<file path="src/rtl/debounce_multi.sv">
// Multi-channel button debouncer: shared sample tick, per-channel DEPTH-sample agreement
// filter, edge pulses, and optional long-press pulses (enabled by DEBOUNCE_LONG_PRESS_EN).
module debounce_multi #(
  parameter int CHANNELS     = 4,
  parameter int CLK_FREQ     = 12000000,
  parameter int SAMPLE_HZ    = 200,
  parameter int DEPTH        = 8,
  parameter int ACTIVE_LOW   = 0,
  parameter int LONG_SAMPLES = 200
) (
  input  logic                clk,
  input  logic                rst_n,
  input  logic [CHANNELS-1:0] button,
  output logic [CHANNELS-1:0] button_db,
  output logic [CHANNELS-1:0] button_rising,
  output logic [CHANNELS-1:0] button_falling,
  output logic [CHANNELS-1:0] long_press,
  output logic                sample_tick
);

  localparam int DIV = CLK_FREQ / SAMPLE_HZ;
  localparam int CW  = (DIV > 1) ? $clog2(DIV) : 1;

  logic [1:0]          r_rst_sync;
  logic                w_run;
  logic [CHANNELS-1:0] w_in;
  logic [CHANNELS-1:0] r_sync1;
  logic [CHANNELS-1:0] r_sync2;
  logic [CW-1:0]       r_cnt;
  logic                w_tick;
  logic [DEPTH-1:0]    r_shift [CHANNELS];
  logic [CHANNELS-1:0] r_db;
  logic [CHANNELS-1:0] r_db_d;

  assign w_run  = r_rst_sync[1];
  assign w_in   = (ACTIVE_LOW != 0) ? ~button : button;
  assign w_tick = (r_cnt == CW'(DIV - 1));

  always_ff @(posedge clk or negedge rst_n) begin
    if (!rst_n) r_rst_sync <= '0;
    else        r_rst_sync <= {r_rst_sync[0], 1'b1};
  end

  // Only the first synchroniser stage and the tick counter need gating during release;
  // everything downstream stays at zero because no tick and no non-zero sample can arrive.
  always_ff @(posedge clk or negedge rst_n) begin
    if (!rst_n) begin
      r_sync1 <= '0;
      r_sync2 <= '0;
      r_cnt   <= '0;
    end else begin
      r_sync1 <= w_run ? w_in : '0;
      r_sync2 <= r_sync1;
      if (!w_run || w_tick) r_cnt <= '0;
      else                  r_cnt <= r_cnt + 1'b1;
    end
  end

  always_ff @(posedge clk or negedge rst_n) begin
    if (!rst_n) begin
      for (int unsigned ch = 0; ch < CHANNELS; ch++) r_shift[ch] <= '0;
      r_db   <= '0;
      r_db_d <= '0;
    end else begin
      for (int unsigned ch = 0; ch < CHANNELS; ch++) begin
        if (w_tick) r_shift[ch] <= {r_shift[ch][DEPTH-2:0], r_sync2[ch]};
        if (&r_shift[ch])       r_db[ch] <= 1'b1;
        else if (~|r_shift[ch]) r_db[ch] <= 1'b0;
      end
      r_db_d <= r_db;
    end
  end

  assign button_db      = r_db;
  assign button_rising  = r_db & ~r_db_d;
  assign button_falling = ~r_db & r_db_d;
  assign sample_tick    = w_tick;

`ifdef DEBOUNCE_LONG_PRESS_EN
  localparam int LW = $clog2(LONG_SAMPLES + 1);

  logic [LW-1:0]       r_lcnt [CHANNELS];
  logic [CHANNELS-1:0] r_long;

  // Counter saturates at LONG_SAMPLES so the pulse fires once per press.
  always_ff @(posedge clk or negedge rst_n) begin
    if (!rst_n) begin
      for (int unsigned ch = 0; ch < CHANNELS; ch++) r_lcnt[ch] <= '0;
      r_long <= '0;
    end else begin
      for (int unsigned ch = 0; ch < CHANNELS; ch++) begin
        r_long[ch] <= 1'b0;
        if (!r_db[ch]) begin
          r_lcnt[ch] <= '0;
        end else if (w_tick && (r_lcnt[ch] != LW'(LONG_SAMPLES))) begin
          r_lcnt[ch] <= r_lcnt[ch] + 1'b1;
          if (r_lcnt[ch] == LW'(LONG_SAMPLES - 1)) r_long[ch] <= 1'b1;
        end
      end
    end
  end

  assign long_press = r_long;
`else
  assign long_press = '0;
`endif

endmodule
</file>
<file path="config.mk">
export PLATFORM = sky130hd
export DESIGN_NAME = debounce_multi
export DESIGN_NICKNAME = d
export VERILOG_FILES = /design/src/rtl/debounce_multi.sv
export SDC_FILE = /design/constraint.sdc
export NUM_CORES = 1
export LEC_CHECK = 0
export ABC_AREA = 1
export BUFFER_PORTS_ARGS = -buffer_cell sky130_fd_sc_hd__buf_2
export CAP_MARGIN = 20
export CORE_ASPECT_RATIO = 0.75
export CORE_UTILIZATION = 38
export DETAILED_ROUTE_END_ITERATION = 6
export GPL_ROUTABILITY_DRIVEN = 0
export PLACE_DENSITY = 0.61
export SETUP_SLACK_MARGIN = 0.02
export SLEW_MARGIN = 10
export SYNTH_ARGS = -nofsm -noshare
export SYNTH_HDL_FRONTEND = slang
export SYNTH_SLANG_ARGS = --single-unit
export TNS_END_PERCENT = 20
</file>
<file path="constraint.sdc">
create_clock -name clk -period 2.53 [get_ports clk]
set_clock_uncertainty 0.15 [all_clocks]
set_input_delay 0.3795 -clock clk [delete_from_list [all_inputs] [get_ports clk]]
set_output_delay 0.3795 -clock clk [all_outputs]
set_load 0.01 [all_outputs]
</file>
==> summary by stage, run 1 <==
Routing
The via count of the routed design is 2045. The number of remaining DRC errors is 0. The number of antenna-violating nets in the routed design is 0. The final routed wire length divided by cell count is 10.74 µm. The iteration count of the initial detailed-routing pass is 4. The aggregate routed wire length is 4971 µm. The DRC violation total after the first TritonRoute iteration is 109. Dividing the detail-routed via count by the number of cells gives 4.417.

Power
The leakage power is 0.001583 µW. For this design the ratio of total power to cell area is 596.8 mW/mm². The internal power contribution is 1558 µW. The sequential cell fraction of total power is 0.539. VDD sags by at most 246.1 µV. For this design the total switching power over the nets is 435.3 µW.

The switching portion of total power is 0.2184. The clock power share is 0.438. The share of power burned in combinational logic is 0.023.

Worst setup path
The required time of the critical path is 2000 ps. Along the worst path, the maximum fanout reaches 16. For the worst setup path, the data arrival time is 1710 ps. The endpoint of the worst register-to-register path is r_shift[18]$_DFFE_PN0P_. The startpoint kind of the worst setup timing path is a flip-flop. The endpoint type of the worst setup path is a primary output. The critical path in this run is classified as reg -> out. The worst reg-to-reg setup slack is 580 ps. The worst register-to-register path begins at r_cnt[0]$_DFF_PN0_. The depth of the worst register-to-register path is 9.

Synth
The register area share after synthesis is 0.5535. After synthesis the netlist holds a flip-flop and latch count of 66. The top cell type by total area after synthesis is dfrtp_1. The synthesized netlist occupies a cell area of 0.002984 mm². The synthesized area divided by synthesized cell count is 8.988 µm². The number of warnings printed during yosys synthesis is 0. The synthesized instance count is 332. The number of distinct library cells after synthesis is 23. After synthesis, the cell types taking the most area are dfrtp_1 (55%), nand2_1 (10%), inv_1 (6.3%), o21ai_2 (5.9%), nor2_1 (5.5%). Of the post-synthesis cell area, the dominant cell type holds 0.5535.

Layout
0 antenna diodes ended up in the layout. The final-stage net count is 364. Fill cells in the final layout number 745. The multi-input logic area is 0.001023 mm².

Of the cells placed in the final design, the portion with a size suffix greater than 1 is 0.1768. The utilization after layout is 0.4473. Across the whole layout, storage elements account for 0.001652 mm². Relative to the synthesized area, the layout overhead comes to 11.91%.

Timing
The post-layout minimum cycle time is 2239 ps. The maximum operating frequency is 446.6 MHz. Final hold analysis gives a worst-case slack of 73.02 ps.

The share of the clock period used by the worst path is 0.8850. The total count of hold-check failures in the final report is 0. The max-slew violation count is 0.

Setup total negative slack on the finished layout was measured at 0 ps. Setup violations remaining at the end of the flow were counted as 0. Setup repair after global routing left no endpoint under its margin.

Floorplanning
The die covers 0.008215 mm². The area of the core is 0.007466 mm². The top-level I/O count is 23. The count of standard-cell rows is 27. The die is 104.3 µm wide. The die span in y is 78.75 µm. The initial standard-cell utilization of the core is 0.3997.

Status
The flow ran to the end, and the final reports show no timing, DRC or antenna violations.

Clock tree
The clock transition at the registers of the reported paths is 70 ps. The clock passes through at most 2 buffers. The total number of clock tree sinks is 66. The TritonCTS clock tree is yes. The H-tree was split into 3 levels.

The clock latency on the worst-skew pair is 340 ps. The CTS buffer count is 9. The buffer type at the clock tree root is clkbuf_8.

Post-CTS timing repair inserted 0 buffers for setup.

Placed design
The wire-length estimate of the detail-placed layout is 3417 µm. The count of input and output buffers is 18.

GRT
The largest net degree at the start of global routing is 67. The number of antenna violations at the first check in global routing is 0. The global-route wire length before repair is 9108 µm. After global routing the overflow that remains totals 0. The global router's overall resource usage is 0.1438. The via count of the first global-routing pass is 2015.

Run
The max-cap check violation count is 0.

Min path
Along the worst hold path, the cell count comes to 3. The tightest min-delay check is of the in -> reg type. The critical hold path startpoint is button[0]. For hold timing, the worst endpoint is r_sync1[0]$_DFF_PN0_.
stage by stage:
step | setup WS (ps) | cells | instance area (µm²) | power [µW]
after floorplan | 816.2 | 335 | 2995 | 1113
after global placement | 651.5 | 446 | 3134 | 1141
after detailed placement | 574.9 | 446 | 3134 | 1141
after CTS | 247.6 | 463 | 3339 | 2029
after global routing | 155.5 | 463 | 3339 | 2080
final | 291.1 | 463 | 3339 | 1993
registers in the layout, indices dropped and copies added, names as in the netlist:
name / flops
r_shift: 32
r_cnt: 16
button_db: 4
r_db_d: 4
r_sync1: 4
r_sync2: 4
r_rst_sync: 2
critical path: stages, from the launching register on:
cell,delay [ps]
dfrtp_1,410
ha_1,230
nand2_2,110
nor2_4,50
inv_2,60
nor2_4,30
nand2_4,220
clkinv_8,110
buf_2,150
layout by cell type, fill, tap and decap left out, types with 3 or more instances in the layout:
| cell type | n |
|---|---|
| o21ai_2 | 20 |
| dfrtp_1 | 66 |
| o21ai_1 | 7 |
| nand4_1 | 15 |
| xor2_1 | 5 |
| conb_1 | 5 |
| clkbuf_8 | 10 |
| inv_1 | 50 |
| buf_2 | 18 |
| nand3_1 | 12 |
| nor2_1 | 44 |
| nand2_1 | 80 |
| o21ai_0 | 9 |
| clkinv_2 | 3 |
what timing repair did:
| item | in CTS | in global routing |
|---|---|---|
| hold buffers | 1 | 0 |
| hold endpoints to repair | 66 | 0 |
| resized for setup | 0 | 0 |
cells by family after synthesis:
kind of cell / count (synthesis) / synth area share
XOR/XNOR: 6 / 0.01761
other: 2 / 0.002517
adder cells (fa/ha/maj): 1 / 0.004192
AND/OR/NAND/NOR: 157 / 0.2268
AO/OA/AOI/OAI: 37 / 0.08805
buffers and inverters: 63 / 0.1073
flip-flops: 66 / 0.5535
cell usage after synthesis:
cell / instances
nand2_4: 2
clkinv_8: 1
o21ai_1: 7
nand4_1: 15
o21ai_2: 20
nor2_2: 1
xor2_1: 5
inv_1: 50
inv_2: 1
o21ai_0: 9
xnor2_1: 1
nand2_1: 80
ha_1: 1
nand3_1: 12
conb_1: 2
nor2_1: 44
nand2_2: 1
dfrtp_1: 66
buf_4: 4
nor2_4: 2
buf_8: 1
o21bai_1: 1
buf_6: 6
per-layer routing:
metal | share of wire | track usage | vias up
li1 | - | - | 1071
met1 | 0.50 | 0.1800 | 944
met2 | 0.45 | 0.2238 | 28
met3 | 0.045 | 0.06240 | 2
met4 | 0.0070 | 0.04714 | 0
met5 | 0 | 0 | -
power by group through the flow:
| stage | Sequential (µW) | Combinational, µW | Clock, µW |
|---|---|---|---|
| after global placement | 1090 | 46.6 | 0 |
| after CTS | 1070 | 47.7 | 907 |
| after floorplan | 1090 | 20.8 | 0 |
| after global routing | 1070 | 53.6 | 952 |
| after detailed placement | 1090 | 46.5 | 0 |
| final | 1070 | 45.1 | 874 |
cell type report:
cell class / count / share of cell area
timing repair buffer: 22 / 0.04046
clock buffer: 11 / 0.04234
multi-input combinational: 206 / 0.3065
clock inverter: 5 / 0.01611
tap: 101 / 0.03784
sequential: 66 / 0.4946
inverter: 52 / 0.06220
worst max-delay path by stage:
stage,slack [ps],startpoint,endpoint
after detailed placement,570,r_cnt[0]$_DFF_PN0_,r_shift[18]$_DFFE_PN0P_
after global routing,160,r_cnt[0]$_DFF_PN0_,sample_tick
after CTS,250,r_cnt[0]$_DFF_PN0_,sample_tick
after global placement,650,r_cnt[0]$_DFF_PN0_,r_shift[30]$_DFFE_PN0P_
after floorplan,820,r_cnt[0]$_DFF_PN0_,sample_tick
final,290,r_cnt[0]$_DFF_PN0_,sample_tick
No activity file was read; power rests on OpenSTA's default activity.
==> run 2: changes to the inputs <==
--- a/config.mk
+++ b/config.mk
@@ -7,12 +7,14 @@
 export LEC_CHECK = 0
 export ABC_AREA = 1
 export BUFFER_PORTS_ARGS = -buffer_cell sky130_fd_sc_hd__buf_2
-export CAP_MARGIN = 20
+export CAP_MARGIN = 0
+export CELL_PAD_IN_SITES_DETAIL_PLACEMENT = 1
+export CELL_PAD_IN_SITES_GLOBAL_PLACEMENT = 1
 export CORE_ASPECT_RATIO = 0.75
 export CORE_UTILIZATION = 38
 export DETAILED_ROUTE_END_ITERATION = 6
 export GPL_ROUTABILITY_DRIVEN = 0
-export PLACE_DENSITY = 0.61
+export PLACE_DENSITY = 0.74
 export SETUP_SLACK_MARGIN = 0.02
 export SLEW_MARGIN = 10
 export SYNTH_ARGS = -nofsm -noshare
==> summary by stage, run 2 (synthesis results as in run 1) <==
Routing
The final routed wire length divided by cell count is 12.53 µm (+17%). The number of antenna-violating nets in the routed design is 0 (unchanged). The iteration count of the initial detailed-routing pass came to 4 (unchanged).

The aggregate routed wire length is 5800 µm (+17%). The DRC violation total after the first TritonRoute iteration is 90 (-17%). The via count of the routed design is 2097 (+2.5%). The number of remaining DRC errors is 0 (unchanged). The via-per-instance ratio came to 4.529 (+2.5%).

Timing
The final critical-path setup slack is 395.4 ps (+104.4 ps). The post-route setup TNS is 0 ps (unchanged). The share of the clock period used by the worst path is 0.8437 (-0.04125). The final-layout worst hold slack came to 76.17 ps (+3.142 ps). Setup repair after global routing left no endpoint under its margin.

The post-layout minimum cycle time came to 2135 ps (-104.4 ps). The maximum operating frequency was 468.5 MHz (+4.9%). The max-slew violation count is 0 (unchanged). The total count of hold-check failures in the final report came to 0 (unchanged). The setup violation total in the final timing report is 0 (unchanged).

Layout
The flip-flop count of the largest register after layout was 32 (unchanged). The post-synthesis to final-layout area growth is 12.41%. The top cell types in the final layout, fill and taps aside, are nand2_1 (80), dfrtp_1 (66), inv_1 (50). The fraction of layout cells with a size suffix above 1 is 0.1740 (-0.002762).

The number of standard cells in the layout, taps in and fillers out is 463 (unchanged). The antenna cell count is 0 (unchanged). The largest register by flop count is r_shift. The commonest non-fill, non-tap cell in the layout is nand2_1. The largest registers in the layout are r_shift (32), r_cnt (16). The final-stage net count was 364 (unchanged).

Clock tree
The H-tree depth is 3 (unchanged). The clock latency on the worst-skew pair is 340 ps (about the same). The count of instances resized after the clock tree is built was 0 (unchanged). The buffer type at the clock tree root is clkbuf_8. The number of buffers between clock root and the deepest sink is 2 (unchanged).

The total number of clock tree sinks is 66 (unchanged). The CTS buffer count was 9 (unchanged). The TritonCTS clock tree is yes. The clock transition at the registers of the reported paths is 70 ps (about the same).

Placed design
The detailed-placement wirelength estimate is 4023 µm (+18%). The cell total after placement is 446 (unchanged). The post-placement worst setup slack is 723.1 ps (+148.3 ps).

The count of input and output buffers is 18 (unchanged).

Min path
The worst hold path belongs to the class in -> reg. The cell depth of the worst min-delay path is 3 (unchanged).

Power
The worst-case vdd ir drop is 368.7 µV (+50%). The power consumption is 2080 µW (+4.3%). The power density relative to cell area was 619.9 mW/mm² (+3.9%). The leakage power is 0.001587 µW (+0.27%).

GRT
The number of antenna violations at the first check in global routing is 0 (unchanged). The total global routing overflow came to 0 (unchanged). The global router's overall resource usage is 0.1649 (+0.02111). The via count of the first global-routing pass came to 2246 (+11%). The largest net degree at the start of global routing is 67 (unchanged). The global-route wire length before repair is 10540 µm (+16%).

Worst setup path
The startpoint kind of the worst setup timing path is a flip-flop. The critical setup path kind is reg -> out. The depth of the worst register-to-register path is 9 (unchanged). The required time of the critical path is 2000 ps (about the same). The data arrival time of the worst path came to 1610 ps (-100 ps). The maximum fanout encountered on the critical timing path is 7 (-9). STA classifies the critical path endpoint as a primary output.

Floorplanning
The top-level I/O count is 23 (unchanged). The initial standard-cell utilization of the core is 0.3997 (unchanged). The full die area is 0.008215 mm² (unchanged). The die span in y came to 78.75 µm (unchanged). The area of the core is 0.007466 mm² (unchanged). The count of standard-cell rows is 27 (unchanged). The floorplan die width is 104.3 µm (unchanged).

Run
The max-cap check violation count came to 0 (unchanged).

Status
The flow ran to the end, and the final reports show no timing, DRC or antenna violations.
## run 2: changes by cell type in the layout (fill, tap and decap cells not counted)
cell / delta
bufinv_16: +1
clkbuf_1: +1
clkbuf_8: -1
clkinv_2: -1
## run 2: metrics by stage
| stage | instance area, µm² | util |
|---|---|---|
| 2_1_floorplan | 2995 | - |
| 3_3_place_gp | 3134 | 0.4198 |
| 3_5_place_dp | 3134 | 0.4198 |
| 4_1_cts | 3354 | 0.4493 |
| 5_1_grt | 3354 | 0.4493 |
| 6_report | 3354 | 0.4493 |
## run 2: final timing paths
kind,startpoint,to,slack [ps]
min in group asynchronous,rst_n,r_shift[21]$_DFFE_PN0P_,420
worst max register to register,r_cnt[0]$_DFF_PN0_,r_shift[11]$_DFFE_PN0P_,730
worst min-delay path,button[1],r_sync1[1]$_DFF_PN0_,80
worst min register to register,r_sync1[2]$_DFF_PN0_,r_sync2[2]$_DFF_PN0_,210
max in group asynchronous,rst_n,r_shift[12]$_DFFE_PN0P_,1510
worst max-delay path,r_cnt[1]$_DFF_PN0_,sample_tick,400
## run 2: cell type report
class / instances / area (µm²)
clock buffer: 11 / 131.4
clock inverter: 5 / 78.83
fill: 894 / 4111
inverter: 52 / 207.7
multi-input combinational: 206 / 1023
sequential: 66 / 1652
tap: 101 / 126.4
timing repair buffer: 22 / 135.1
## run 2: metal layers
layer,wire [µm],track usage,vias to the layer above
li1,-,-,1066
met1,3037,0.2167,999
met2,2502,0.2530,28
met3,208,0.06322,4
met4,52,0.04857,0
met5,0,0,-
## run 2: worst max-delay path: stages, from the launching register on
cell and delay, ps:
dfrtp_1 390, ha_1 210, nand2_2 90, nor2_4 130, inv_2 50, nor2_4 90, nand2_4 100, clkinv_8 80
buf_2 120
## run 2: repair_timing
item,4_1_cts,5_1_grt
buffers inserted,0,0
hold buffers,1,0
hold endpoints to repair,66,0
## run 2: report_power, final
group          internal, µW  total [µW]  switching, µW
sequential             1070        1080           8.66
combinational          12.3        46.8           34.5
clock                   554         958            403
total                  1630        2080            447
==> run 3: changes to the inputs <==
--- a/config.mk
+++ b/config.mk
@@ -14,7 +14,7 @@
 export CORE_UTILIZATION = 38
 export DETAILED_ROUTE_END_ITERATION = 6
 export GPL_ROUTABILITY_DRIVEN = 0
-export PLACE_DENSITY = 0.74
+export PLACE_DENSITY = 0.76
 export SETUP_SLACK_MARGIN = 0.02
 export SLEW_MARGIN = 10
 export SYNTH_ARGS = -nofsm -noshare
==> constraint.sdc (replaced) <==
create_clock -name clk -period 1.78 [get_ports clk]
set_clock_uncertainty 0.15 [all_clocks]
set_input_delay 0.267 -clock clk [delete_from_list [all_inputs] [get_ports clk]]
set_output_delay 0.267 -clock clk [all_outputs]
set_load 0.01 [all_outputs]
==> summary by stage, run 3 (synthesis results as in run 1) <==
Timing
Setup repair after global routing could not meet its margin everywhere. The max-slew violation count came to 0 (unchanged). The final-layout worst hold slack came to 201.5 ps (+125.3 ps). The setup violation total in the final timing report is 1 (+1). In the finished design, the share of the clock period the worst path needs comes to 1.027. Subtracting the final worst setup slack from the clock period gives 1829 ps. The maximum operating frequency is 546.8 MHz. The final critical-path setup slack is -48.67 ps (-444.1 ps). The total count of hold-check failures in the final report is 0 (unchanged).

Routing
The aggregate routed wire length is 6199 µm (+6.9%). The number of remaining DRC errors is 0 (unchanged). The final routed wire length divided by cell count is 13.11 µm (+4.6%). The via count of the routed design is 2170 (+3.5%).

The number of antenna-violating nets in the routed design is 0 (unchanged). The DRC violation total after the first TritonRoute iteration came to 88 (-2.2%). The via-per-instance ratio is 4.588 (+1.3%).

The iteration count of the initial detailed-routing pass is 4 (unchanged).

Power
The sequential cell fraction of total power is 0.503 (-0.014). The power consumption is 3038 µW (+46%). The internal power contribution was 2378 µW (+46%). The clock power share is 0.468 (+0.007). The switching portion of total power is 0.2172 (+0.002400). The power density relative to cell area is 860.0 mW/mm² (+39%). The worst-case vdd ir drop is 525.1 µV (+42%).

The leakage power came to 0.001674 µW (+5.5%). The share of power burned in combinational logic is 0.029 (+0.006). The switching power was 659.7 µW (+48%).

Worst setup path
The delay of the slowest cell on the worst path is 400 ps (about the same). The endpoint type of the worst setup path is a primary output. The required time of the critical path is 1360 ps (-640 ps). The maximum fanout encountered on the critical timing path is 3 (-4). The cell with the biggest individual delay on the critical path is dfrtp_1.

STA classifies the critical path startpoint as a flip-flop. Walking the worst path, the cells encountered are ha_4 -> nand2_4 -> nor2_4 -> inv_2 -> nor2_4 -> nand2_4 -> clkinv_8 -> buf_6. The data arrival time of the worst path was 1410 ps (-200 ps). The setup path with the least slack is of type reg -> out.

Layout
The flip-flop count of the largest register after layout came to 32 (unchanged). The utilization after layout is 0.4731 (+0.02380). The final instance area came to 0.003532 mm² (+5.3%). In the layout the commonest cells are nand2_1 (80), dfrtp_1 (66), inv_1 (50). The final-stage net count is 374 (+2.7%). From synthesis to final layout, the design area changed by 18.36%. The filler cell count in the final layout is 883 (-1.2%).

The largest registers in the layout are r_shift (32), r_cnt (16). Leaving out fill and tap cells, the most frequent cell in the layout is nand2_1. The fraction of layout cells with a size suffix above 1 is 0.1962 (+0.02220). The register with the most flip-flops in the final layout is r_shift.

The antenna cell count came to 0 (unchanged).

GRT
The largest net degree at the start of global routing is 67 (unchanged). The total global routing overflow is 0 (unchanged). The global router's overall resource usage is 0.1644 (-0.0005234). The global-route wire length before repair is 10490 µm (-0.46%). The via count of the first global-routing pass is 2252 (+0.27%). The number of antenna violations at the first check in global routing is 0 (unchanged).

Clock tree
The total number of clock tree sinks was 66 (unchanged). The number of buffers between clock root and the deepest sink is 2 (unchanged). The CTS buffer count came to 9 (unchanged). The clock transition at the registers of the reported paths is 70 ps (about the same). The H-tree depth is 3 (unchanged). In this run the clock root is driven by a clkbuf_8. The clock latency on the worst-skew pair is 340 ps (about the same). TritonCTS built the clock tree.

Floorplanning
The count of standard-cell rows is 27 (unchanged). The full die area is 0.008215 mm² (unchanged). The die span in y is 78.75 µm (unchanged).

The initial standard-cell utilization of the core was 0.3997 (unchanged). The top-level I/O count came to 23 (unchanged). The area of the core is 0.007466 mm² (unchanged). The floorplan die width is 104.3 µm (unchanged).

Status
The checks that failed: negative setup slack. The flow ran to the end, but the final reports show violations.

Placed design
The cell area reported after detailed placement is 0.003147 mm² (+0.40%). The detailed-placement wirelength estimate is 4140 µm (+2.9%). The count of input and output buffers is 18 (unchanged).

Min path
The tightest min-delay check is of the reg -> reg type.

Run
The max-cap check violation count came to 0 (unchanged).
[run 3: cell types whose count changed in the layout (fill, tap and decap cells not counted), sizes merged]
cell         previous run  this run
buf                    21        26
clkinv                  4         2
clkinvlp                0         2
dlygate4sd3             1         5
inv                    51        52
[run 3: layout make-up]
class / instances / area (µm²) / area share
multi-input combinational: 206 / 1044 / 0.2954
clock inverter: 6 / 88.84 / 0.02515
clock buffer: 10 / 137.6 / 0.03897
tap: 101 / 126.4 / 0.03578
timing repair buffer: 32 / 276.5 / 0.07829
inverter: 52 / 207.7 / 0.05880
sequential: 66 / 1652 / 0.4676
[run 3: path summary, 6_finish.rpt]
path / from / endpoint / slack [ps] / cells after the start
max reg2reg: r_cnt[1]$_DFF_PN0_ / r_shift[22]$_DFFE_PN0P_ / 70 / 10
max in group asynchronous: rst_n / r_cnt[7]$_DFF_PN0_ / 870 / 3
max: r_cnt[1]$_DFF_PN0_ / sample_tick / -50 / 8
min: r_rst_sync[0]$_DFF_PN0_ / r_rst_sync[1]$_DFF_PN0_ / 200 / 0
min in group asynchronous: rst_n / r_db_d[0]$_DFF_PN0_ / 320 / 3
min reg2reg: r_rst_sync[0]$_DFF_PN0_ / r_rst_sync[1]$_DFF_PN0_ / 200 / 0
[run 3: stage by stage]
step                      instances  setup WS [ps]  setup TNS [ps]
after detailed placement        446          54.65               0
after global placement          446          138.0               0
after CTS                       471         -85.12          -85.12
final                           473         -48.67          -48.67
after floorplan                 335          178.7               0
after global routing            473         -121.8          -121.9
[run 3: timing repair]
item                                    4_1_cts  5_1_grt
pin swaps                                     2        0
gates resized for setup                       3        6
hold buffers                                  5        0
endpoints found under the setup margin        1       34
hold endpoints to repair                     70        0
buffers inserted                              4        1
gates cloned                                  0        1
[run 3: worst max-delay path: cells and delay by family (launching register included)]
family / cells / cell delay, ps
simple gates: 4 / 320
fa+ha+maj: 1 / 160
buf+inv: 3 / 190
flops: 1 / 400
[run 3: metal layers]
| metal | global-route usage | up-vias | wire length, µm |
|---|---|---|---|
| li1 | - | 1089 | - |
| met5 | 0 | - | 0 |
| met4 | 0.06000 | 0 | 67 |
| met1 | 0.2220 | 1048 | 3122 |
| met2 | 0.2589 | 24 | 2863 |
| met3 | 0.03941 | 9 | 145 |
[run 3: power groups by stage]
stage | Combinational [µW] | Sequential [µW] | Clock, µW
6_report | 87.8 | 1530 | 1420
5_1_grt | 102 | 1530 | 1520
3_5_place_dp | 68.1 | 1560 | 0
3_3_place_gp | 67.0 | 1560 | 0
2_1_floorplan | 29.6 | 1550 | 0
4_1_cts | 84.9 | 1530 | 1460
